File: config.mk
export PLATFORM = sky130hd
export DESIGN_NAME = ps2_ascii_keyboard
export DESIGN_NICKNAME = d
export VERILOG_FILES = /design/src/rtl/ps2_ascii_keyboard.sv
export SDC_FILE = /design/constraint.sdc
export NUM_CORES = 1
export LEC_CHECK = 0
export ABC_CLOCK_PERIOD_IN_PS = 3600
export BUFFER_PORTS_ARGS = -buffer_cell sky130_fd_sc_hd__buf_2
export CAP_MARGIN = 20
export CORE_MARGIN = 1.5
export CORE_UTILIZATION = 34
export CTS_BUF_LIST = sky130_fd_sc_hd__clkbuf_4
export DETAILED_ROUTE_END_ITERATION = 10
export HOLD_SLACK_MARGIN = 0.15
export PLACE_DENSITY = 0.58
export RECOVER_POWER = 50
export SLEW_MARGIN = 20
export SYNTH_ARGS = -nofsm -noshare
export SYNTH_HDL_FRONTEND = slang
export SYNTH_SLANG_ARGS = --single-unit
File: constraint.sdc
create_clock -name clk -period 3.6 [get_ports clk]
set_input_delay 0.36 -clock clk [delete_from_list [all_inputs] [get_ports clk]]
set_output_delay 0.36 -clock clk [all_outputs]
set_load 0.05 [all_outputs]
File: src/rtl/ps2_ascii_keyboard.sv
// PS/2 set-2 keyboard receiver: synchronises the keyboard lines, decodes 11-bit frames,
// tracks make/break/extended prefixes and presents the ASCII code of the held key.
module ps2_ascii_keyboard #(
    parameter int unsigned TIMEOUT_CYCLES = 50000
) (
    input  logic       clk,
    input  logic       rst_n,
    input  logic       ps2_clk,
    input  logic       ps2_data,
    output logic [7:0] ascii,
    output logic [7:0] scan_code,
    output logic       code_valid,
    output logic       frame_err
);

    localparam int unsigned BITS_PER_FRAME = 11;
    localparam int unsigned SYNC_W         = 3;
    localparam int unsigned CNT_W          = 4;
    localparam int unsigned SHIFT_W        = BITS_PER_FRAME - 1;
    localparam int unsigned IDLE_W         = $clog2(TIMEOUT_CYCLES + 1);

    localparam logic [CNT_W-1:0]  LAST_BIT  = CNT_W'(BITS_PER_FRAME - 1);
    localparam logic [IDLE_W-1:0] IDLE_LAST = IDLE_W'(TIMEOUT_CYCLES - 1);
    localparam logic [7:0]        CODE_EXT  = 8'hE0;
    localparam logic [7:0]        CODE_BRK  = 8'hF0;

    logic [SYNC_W-1:0]  clk_sync_q,  clk_sync_d;
    logic [SYNC_W-1:0]  data_sync_q, data_sync_d;
    logic [CNT_W-1:0]   bit_cnt_q,   bit_cnt_d;
    logic [SHIFT_W-1:0] shift_q,     shift_d;
    logic [IDLE_W-1:0]  idle_q,      idle_d;
    logic               ext_q,       ext_d;
    logic               brk_q,       brk_d;
    logic [7:0]         ascii_q,     ascii_d;
    logic [7:0]         scan_q,      scan_d;
    logic               valid_q,     valid_d;
    logic               err_q,       err_d;

    logic                      fall_edge;
    logic                      sample_bit;
    logic [BITS_PER_FRAME-1:0] frame;
    logic [7:0]                frame_byte;
    logic                      frame_ok;
    logic [7:0]                key_ascii;

    // Scan-code set 2 to lowercase ASCII; 0x00 marks an unmapped key.
    function automatic logic [7:0] map_code(input logic [7:0] code);
        logic [7:0] res;
        res = 8'h00;
        case (code)
            8'h1C: res = 8'h61; 8'h32: res = 8'h62; 8'h21: res = 8'h63; 8'h23: res = 8'h64;
            8'h24: res = 8'h65; 8'h2B: res = 8'h66; 8'h34: res = 8'h67; 8'h33: res = 8'h68;
            8'h43: res = 8'h69; 8'h3B: res = 8'h6A; 8'h42: res = 8'h6B; 8'h4B: res = 8'h6C;
            8'h3A: res = 8'h6D; 8'h31: res = 8'h6E; 8'h44: res = 8'h6F; 8'h4D: res = 8'h70;
            8'h15: res = 8'h71; 8'h2D: res = 8'h72; 8'h1B: res = 8'h73; 8'h2C: res = 8'h74;
            8'h3C: res = 8'h75; 8'h2A: res = 8'h76; 8'h1D: res = 8'h77; 8'h22: res = 8'h78;
            8'h35: res = 8'h79; 8'h1A: res = 8'h7A;
            8'h45: res = 8'h30; 8'h16: res = 8'h31; 8'h1E: res = 8'h32; 8'h26: res = 8'h33;
            8'h25: res = 8'h34; 8'h2E: res = 8'h35; 8'h36: res = 8'h36; 8'h3D: res = 8'h37;
            8'h3E: res = 8'h38; 8'h46: res = 8'h39;
            8'h29: res = 8'h20; 8'h5A: res = 8'h0D; 8'h66: res = 8'h08; 8'h76: res = 8'h1B;
            default: res = 8'h00;
        endcase
        return res;
    endfunction

    // Frame layout once the 11th bit arrives: [0] start, [8:1] data, [9] parity, [10] stop.
    assign fall_edge  = (clk_sync_q[2:1] == 2'b10);
    assign sample_bit = data_sync_q[2];
    assign frame      = {sample_bit, shift_q};
    assign frame_byte = frame[8:1];
    assign frame_ok   = !frame[0] && (^frame[9:1]) && frame[10];
    assign key_ascii  = map_code(frame_byte);

    always_comb begin
        clk_sync_d  = {clk_sync_q[1:0], ps2_clk};
        data_sync_d = {data_sync_q[1:0], ps2_data};
        bit_cnt_d   = bit_cnt_q;
        shift_d     = shift_q;
        idle_d      = idle_q;
        ext_d       = ext_q;
        brk_d       = brk_q;
        ascii_d     = ascii_q;
        scan_d      = scan_q;
        valid_d     = 1'b0;
        err_d       = 1'b0;

        if (fall_edge) begin
            idle_d = '0;
            if (bit_cnt_q == LAST_BIT) begin
                bit_cnt_d = '0;
                if (frame_ok) begin
                    scan_d  = frame_byte;
                    valid_d = 1'b1;
                    if (frame_byte == CODE_EXT) begin
                        ext_d = 1'b1;
                    end else if (frame_byte == CODE_BRK) begin
                        brk_d = 1'b1;
                    end else begin
                        // Only a release of the key currently shown clears ascii.
                        if (!ext_q && (key_ascii != 8'h00)) begin
                            if (!brk_q) begin
                                ascii_d = key_ascii;
                            end else if (key_ascii == ascii_q) begin
                                ascii_d = 8'h00;
                            end
                        end
                        ext_d = 1'b0;
                        brk_d = 1'b0;
                    end
                end else begin
                    err_d = 1'b1;
                end
            end else begin
                bit_cnt_d = bit_cnt_q + 1'b1;
                shift_d   = {sample_bit, shift_q[SHIFT_W-1:1]};
            end
        end else if (bit_cnt_q != '0) begin
            // Keyboard went quiet mid-frame: drop the partial frame.
            if (idle_q == IDLE_LAST) begin
                bit_cnt_d = '0;
                idle_d    = '0;
                err_d     = 1'b1;
            end else begin
                idle_d = idle_q + 1'b1;
            end
        end
    end

    always_ff @(posedge clk or negedge rst_n) begin
        if (!rst_n) begin
            clk_sync_q  <= '1;
            data_sync_q <= '1;
            bit_cnt_q   <= '0;
            shift_q     <= '0;
            idle_q      <= '0;
            ext_q       <= 1'b0;
            brk_q       <= 1'b0;
            ascii_q     <= 8'h00;
            scan_q      <= 8'h00;
            valid_q     <= 1'b0;
            err_q       <= 1'b0;
        end else begin
            clk_sync_q  <= clk_sync_d;
            data_sync_q <= data_sync_d;
            bit_cnt_q   <= bit_cnt_d;
            shift_q     <= shift_d;
            idle_q      <= idle_d;
            ext_q       <= ext_d;
            brk_q       <= brk_d;
            ascii_q     <= ascii_d;
            scan_q      <= scan_d;
            valid_q     <= valid_d;
            err_q       <= err_d;
        end
    end

    assign ascii      = ascii_q;
    assign scan_code  = scan_q;
    assign code_valid = valid_q;
    assign frame_err  = err_q;

endmodule

== Word-level counts from Yosys, hierarchy flattened ==
Memories as Yosys holds them, arrays and structs flattened.
Index checks and enable logic that the tools add are counted.

* Register bits after elaboration: 56
* Latch bits: 0
* Memory bits (writable): 0
* ROM bits: 896
* Input port bits: 4
* Output and inout bits: 18
* Logic and storage cells: 62
* Memories kept: 1

{| class="wikitable"
|+ Memory list
! name !! words !! width !! rd ports !! clocked after memory_dff !! write ports !! RTL line !! RTL
|-
| (name not given) || 128 || 7 || 1 || 0 || 0 || 50 || <nowiki>case (code)</nowiki>
|}

* Add/sub/neg operators: 2
* Multipliers: 0
* Div/mod/pow operators: 0
* Magnitude comparators: 0
* Equality and inequality tests: 8
* Shift operators: 0
* Multiplexer cells: 21
* Bitwise gates (word level): 3
* Reductions and logical operators: 16

{| class="wikitable"
|+ Operator list
! operator !! count
|-
| $mux W16 || 3
|-
| $mux W8 || 3
|-
| $add A16 B1 Y16 const B || 1
|-
| $eq A16 B16 Y1 const B || 1
|-
| $eq A8 B8 Y1 const B || 2
|-
| $mux W4 || 4
|-
| $mux W1 || 11
|-
| $reduce_xor A9 Y1 || 1
|-
| $eq A8 B8 Y1 || 1
|-
| $reduce_and A4 Y1 || 2
|-
| $reduce_bool A8 Y1 || 1
|-
| $reduce_and A7 Y1 || 1
|-
| $add A4 B1 Y4 const B || 1
|-
| $eq A4 B4 Y1 const B || 1
|-
| $reduce_and A2 Y1 || 2
|-
| $reduce_bool A2 Y1 || 2
|-
| $reduce_bool A4 Y1 || 1
|-
| $logic_and A1 B1 Y1 || 3
|-
| $not A1 Y1 || 3
|-
| $reduce_and A3 Y1 || 1
|-
| $eq A2 B2 Y1 const B || 1
|-
| $logic_not A1 Y1 || 2
|-
| $ne A2 B1 Y1 const B || 1
|-
| $ne A2 B2 Y1 const B || 1
|}

== Depth between registers and ports, before layout ==
* Word-level depth: 6
* Mapped depth: 13
* Depth with buffers taken out: 10

== Worst setup path before layout ==
No wires, ideal clock.

* Kind: flip-flop to flip-flop
* Start point: register shift_q[2]
* End point: register ascii_q[3], in the netlist ascii[3]
* Library setup time: 0.080 ns
* Data arrival time: 2.876 ns
* Required time: 3.520 ns
* Setup slack: 0.643 ns
* Cell stages (with the launch flop): 13
* Path buffers: 2
* Period minus slack after synthesis: 2.957 ns
* Cell sequence: dfrtp_1 > buf_2 > inv_1 > ha_1 > xnor3_1 > xnor2_1 > nand3b_1 > or3_1 > nand3b_1 > a31o_1 > buf_6 > or3_1 > o211ai_2

* Longest elaborated chain between the ends: 5
* Elaborated cells between the ends (all ways): 15
* Classes of those cells: 4 x eq/ne; 2 x mux; 2 x bitwise; 6 x reduce/logical; 1 x memory

{| class="wikitable"
|+ Ends and longest elaborated chain
! what !! RTL line !! RTL
|-
| from (decl) || 30 || <nowiki>logic [SHIFT_W-1:0] shift_q, shift_d;</nowiki>
|-
| from (signal assigned) || 147 || <nowiki>shift_q <= shift_d;</nowiki>
|-
| $mem_v2 Z128 W7 || -- ||
|-
| $mux W8 || 50 ||
|-
| $eq A8 B8 Y1 or $reduce_bool A8 Y1 (tied branches) || 104, 101 ||
|-
| $ne A2 B1 Y1 (no source line) or $logic_and A1 B1 Y1 (tied branches) || -- ||
|-
| $reduce_and A7 Y1 (no source line) || -- ||
|-
| to (signal assigned) || 151 || <nowiki>ascii_q <= ascii_d;</nowiki>
|-
| to (decl) || 34 || <nowiki>logic [7:0] ascii_q, ascii_d;</nowiki>
|}

Parallel ways exist; a longest one is shown, timed or not.
A chain may end at the register's enable or synchronous reset.

== Worst setup path after layout ==
* Start point: register shift_q[1]
* End point: register ascii_q[1], in the netlist ascii[1]

Same word-level chain as after synthesis.

==> impl.org <==
** Final layout
- From synthesis to final layout, the design area changed by 9.09%.
- 0 antenna diodes ended up in the layout.
- Non-filler cells, final :: between 500 and 600
- Final core area utilization :: 0.380
- Fraction of final layout cells with drive strength greater than 1 :: 0.113
- Final layout net count :: ~440

** Setup path
- Type of the worst setup path :: reg -> reg
- Critical path capture point type :: flip-flop
- The worst register-to-register path ends at ascii[1].
- The worst setup path is launched from a flip-flop.
- FF-to-FF Start :: shift_q[1]
- Register-to-register path setup slack :: between 0.2 and 0.3 ns
- Critical path arrival :: approximately 3.6 ns
- Number of cell instances on the worst register-to-register path :: 10
- Data on the critical path is required at its endpoint by about 3.9 ns.
- Largest fanout on the critical path :: 10

** Place
- Input and output buffers added on the ports amount to 20.
- Weighted congestion at the end of routability-driven global placement :: 0.853
- After detailed placement, the design holds a cell count of roughly 550.
- HPWL after DPL :: approximately 6200 um
- Before CTS, the worst setup slack after placement is 0.293 ns.

** Detailed routing
- Vias per cell :: ~5.4
- Remaining antenna violation count after routing :: 0
- WL final :: between 8000 and 9000 um
- Number of DRC markers in iteration 0 :: between 150 and 200
- The final route contains ~3,000 vias.
- For this run, design rule violations remaining after detail routing come to 0.
- In the final routed layout, each cell accounts on average for approximately 15 um.
- The first TritonRoute pass finished after 4 iterations.

** Clocking
- Number of H-tree branching levels :: 2
- Buffers added to address setup during post-CTS repair amount to 0.
- CTS saw 55 sinks.
- TritonCTS built the clock tree.
- Clock-pin slew was measured on the worst setup and hold paths at about 0.16 ns.
- CTS resizes :: 0
- CTS placed an instance of clkbuf_4 at the clock tree root.
- Latest clock arrival within the worst-skew pair :: around 0.37 ns
- Maximum buffer depth of the clock tree :: 2
- In this run, post-CTS hold repair placed 3 buffers.
- Number of buffers created by CTS :: 5

** Floorplan
- FP Rows :: 37
- # IOs :: 22
- In this run the vertical extent of the chip is between 100 and 150 um.
- Die X :: roughly 110 um
- Starting Density :: 0.348
- The floorplan step defined a core boundary enclosing 0.0103 mm2.
- The die covers about 0.011 mm2.

** Timing
- Final hold violation count :: 0
- Setup WS post-layout :: between 0.2 and 0.3 ns
- The final number of max-transition violations was 0.
- Share of the cycle needed by the critical path after routing :: 0.920
- On the final layout, the worst hold slack is about 0.37 ns.
- Layout Skew :: approximately 0.020 ns
- Max Freq :: ~300 MHz
- In this run the tightest slew margin relative to its limit is 0.153.
- Setup repair after global routing left no endpoint under its margin.
- Setup_tns :: 0 ns
- Worst-Margin Slew :: ~1.3 ns
- Setup violations remaining at the end of the flow were counted as 0.
- Shortest clock period the worst path allows after layout :: between 3 and 4 ns

** Logic synthesis
- Number of synthesized register bits :: 55
- Of all cell types, the one taking the most synthesized area is dfrtp_1.
- Yosys cell types :: 71
- Cell area after synthesis :: around 0.0036 mm2
- The share of the Yosys chip area taken by registers is 0.387.
- The cell count after synthesis came out at around 400.
- By area the synthesized netlist is led by dfrtp_1 (34%), ha_1 (5.2%), nand2_1 (4.8%), o21ai_0 (4.5%), dfstp_2 (4.4%).
- For this run, the number of Yosys warnings is 0.
- EDFF count, synth :: 0
- Synth Flop Type :: dfrtp_1
- After synthesis, the mean cell area works out to roughly 9 um2.
- Portion of synthesized cell area occupied by the leading cell type :: 0.343
- The number of nets in the synthesized netlist is around 420.
- For this run, asynchronously set or reset flops after synthesis account for 1.00.

** Power and ir drop
- Dividing total power by cell area gives a power density of slightly below 600 mW/mm2.
- VDD IR-drop max :: 0.000250 V
- Static Leakage :: approximately 0.0016 uW

** GRT
- Antenna violations before repair :: 0
- Global routing finished with a remaining overflow of 0.
- The number of global-route vias before repair came to around 3,000.
- Entering global routing, the biggest net connects 34 pins.
- Across every metal layer, demand over resource in global routing totals 0.163.
- First-pass GRT wire length :: between 10,000 and 15,000 um

** Hold path
- HP Start :: data_sync_q[0]
- Destination of the worst hold path :: data_sync_q[1]
- Path category of the worst min-delay check :: reg -> reg
- Hold Path Cell Cnt :: 0

** Run status
- The run finished with clean final reports.

** Flow run
- Maximum Capacitance Violations :: 0
registers in the layout, indices dropped and copies added (netlist names):
signal       flops
ascii            7
ext_q            1
scan_code        8
brk_q            1
shift_q         10
frame_err        1
bit_cnt_q        4
code_valid       1
data_sync_q      3
clk_sync_q       3
idle_q          16
logic make-up (layout without fill, tap and decap cells):
| group | after synthesis | in the layout | share of synthesized area |
|---|---|---|---|
| AOI/OAI and AO/OA | 111 | 111 | 0.214 |
| xor gates and xnor gates | 17 | 17 | 0.0454 |
| adders and majority gates | 15 | 15 | 0.0524 |
| buffers and inverters | 48 | 66 | 0.0601 |
| DFF | 55 | 55 | 0.387 |
| muxes | 8 | 8 | 0.0273 |
| other | 1 | 1 | 0.00105 |
| and+or+nand+nor | 150 | 150 | 0.213 |
cell usage after synthesis (8+ instances only):
cell type and instances:
nor3_1 15, nand2b_1 13, xnor2_1 11, clkbuf_1 13
a21oi_1 16, nand3_1 13, o21ai_0 32, dfrtp_1 49
inv_1 22, ha_1 15, a211oi_1 8, nand2_1 46
nor2_1 23
metrics by stage:
| step | power (uW) | cell area [um2] |
|---|---|---|
| after floorplan | 1670 | 3580 |
| final | 2270 | 3910 |
| after detailed placement | 1940 | 3810 |
| after global routing | 2470 | 3910 |
| after CTS | 2300 | 3920 |
| after global placement | 1930 | 3810 |
cell usage in the layout (no fill, tap or decap), types with 3 or more instances in the layout:
cell type	Yosys	routed
nor2b_1	7	7
a211oi_1	8	8
a21oi_1	16	16
dlygate4sd3_1	0	3
o21ai_0	32	32
or2_2	3	3
nor3_1	15	15
ha_1	15	15
nand2b_1	13	13
buf_2	7	8
nor4_1	4	4
nand3b_1	4	4
and3_1	3	3
clkbuf_4	0	5
o2111ai_1	3	3
xnor2_1	11	11
nand2_1	46	46
mux2i_1	3	3
o211ai_1	4	4
nand4_1	3	3
inv_1	22	22
nor2_1	23	23
clkbuf_1	13	12
nand3_1	13	13
o31ai_1	4	4
or3_1	4	4
o22ai_1	4	4
o21ai_1	5	5
dfstp_2	6	5
dfrtp_1	49	49
buf_4	1	11
xor2_1	5	5
mux2_4	3	3
where the power goes:
| part | switching, uW | total [uW] | internal [uW] | leakage [uW] |
|---|---|---|---|---|
| combinational | 636 | 1070 | 436 | 0.000810 |
| clock | 189 | 335 | 147 | 0.0000452 |
| sequential | 158 | 866 | 708 | 0.000726 |
how the worst max path moves through the flow:
| stage | startpoint | end | slack, ns | cells after the start |
|---|---|---|---|---|
| 3_5_place_dp | shift_q[1] | ascii[1] | 0.29 | 10 |
| 5_1_grt | shift_q[2] | ascii[0] | 0.02 | 10 |
| 2_1_floorplan | shift_q[2] | ascii[3] | 0.64 | 12 |
| 6_report | shift_q[1] | ascii[1] | 0.29 | 10 |
| 4_1_cts | shift_q[1] | ascii[1] | 0.30 | 10 |
| 3_3_place_gp | shift_q[1] | ascii[1] | 0.34 | 10 |
metal layers:
metal  track usage  vias to the layer above  part of all wire
li1              -                     1477                 -
met1         0.219                     1465              0.48
met2         0.267                       62              0.47
met3        0.0254                       13             0.037
met4        0.0560                        0             0.014
met5             0                        -                 0
cell type report:
class	instances	area, um2
Tap cell	136	170
Fill cell	1090	6370
Multi-Input combinational cell	302	1980
Clock inverter	3	43.8
Sequential cell	55	1380
Inverter	23	86.3
Timing Repair Buffer	35	203
Clock buffer	5	37.5
worst max-delay path: stages (launching register included):
cell and delay [ns]:
dfrtp_1 0.49, inv_1 0.21, ha_1 0.44, nor3b_1 0.25
o31ai_1 0.10, o221a_2 0.29, nor3_1 0.45, xnor2_1 0.18
nand3_1 0.14, o41ai_4 0.54, o211ai_1 0.13
(Power assumes the default switching activity.)
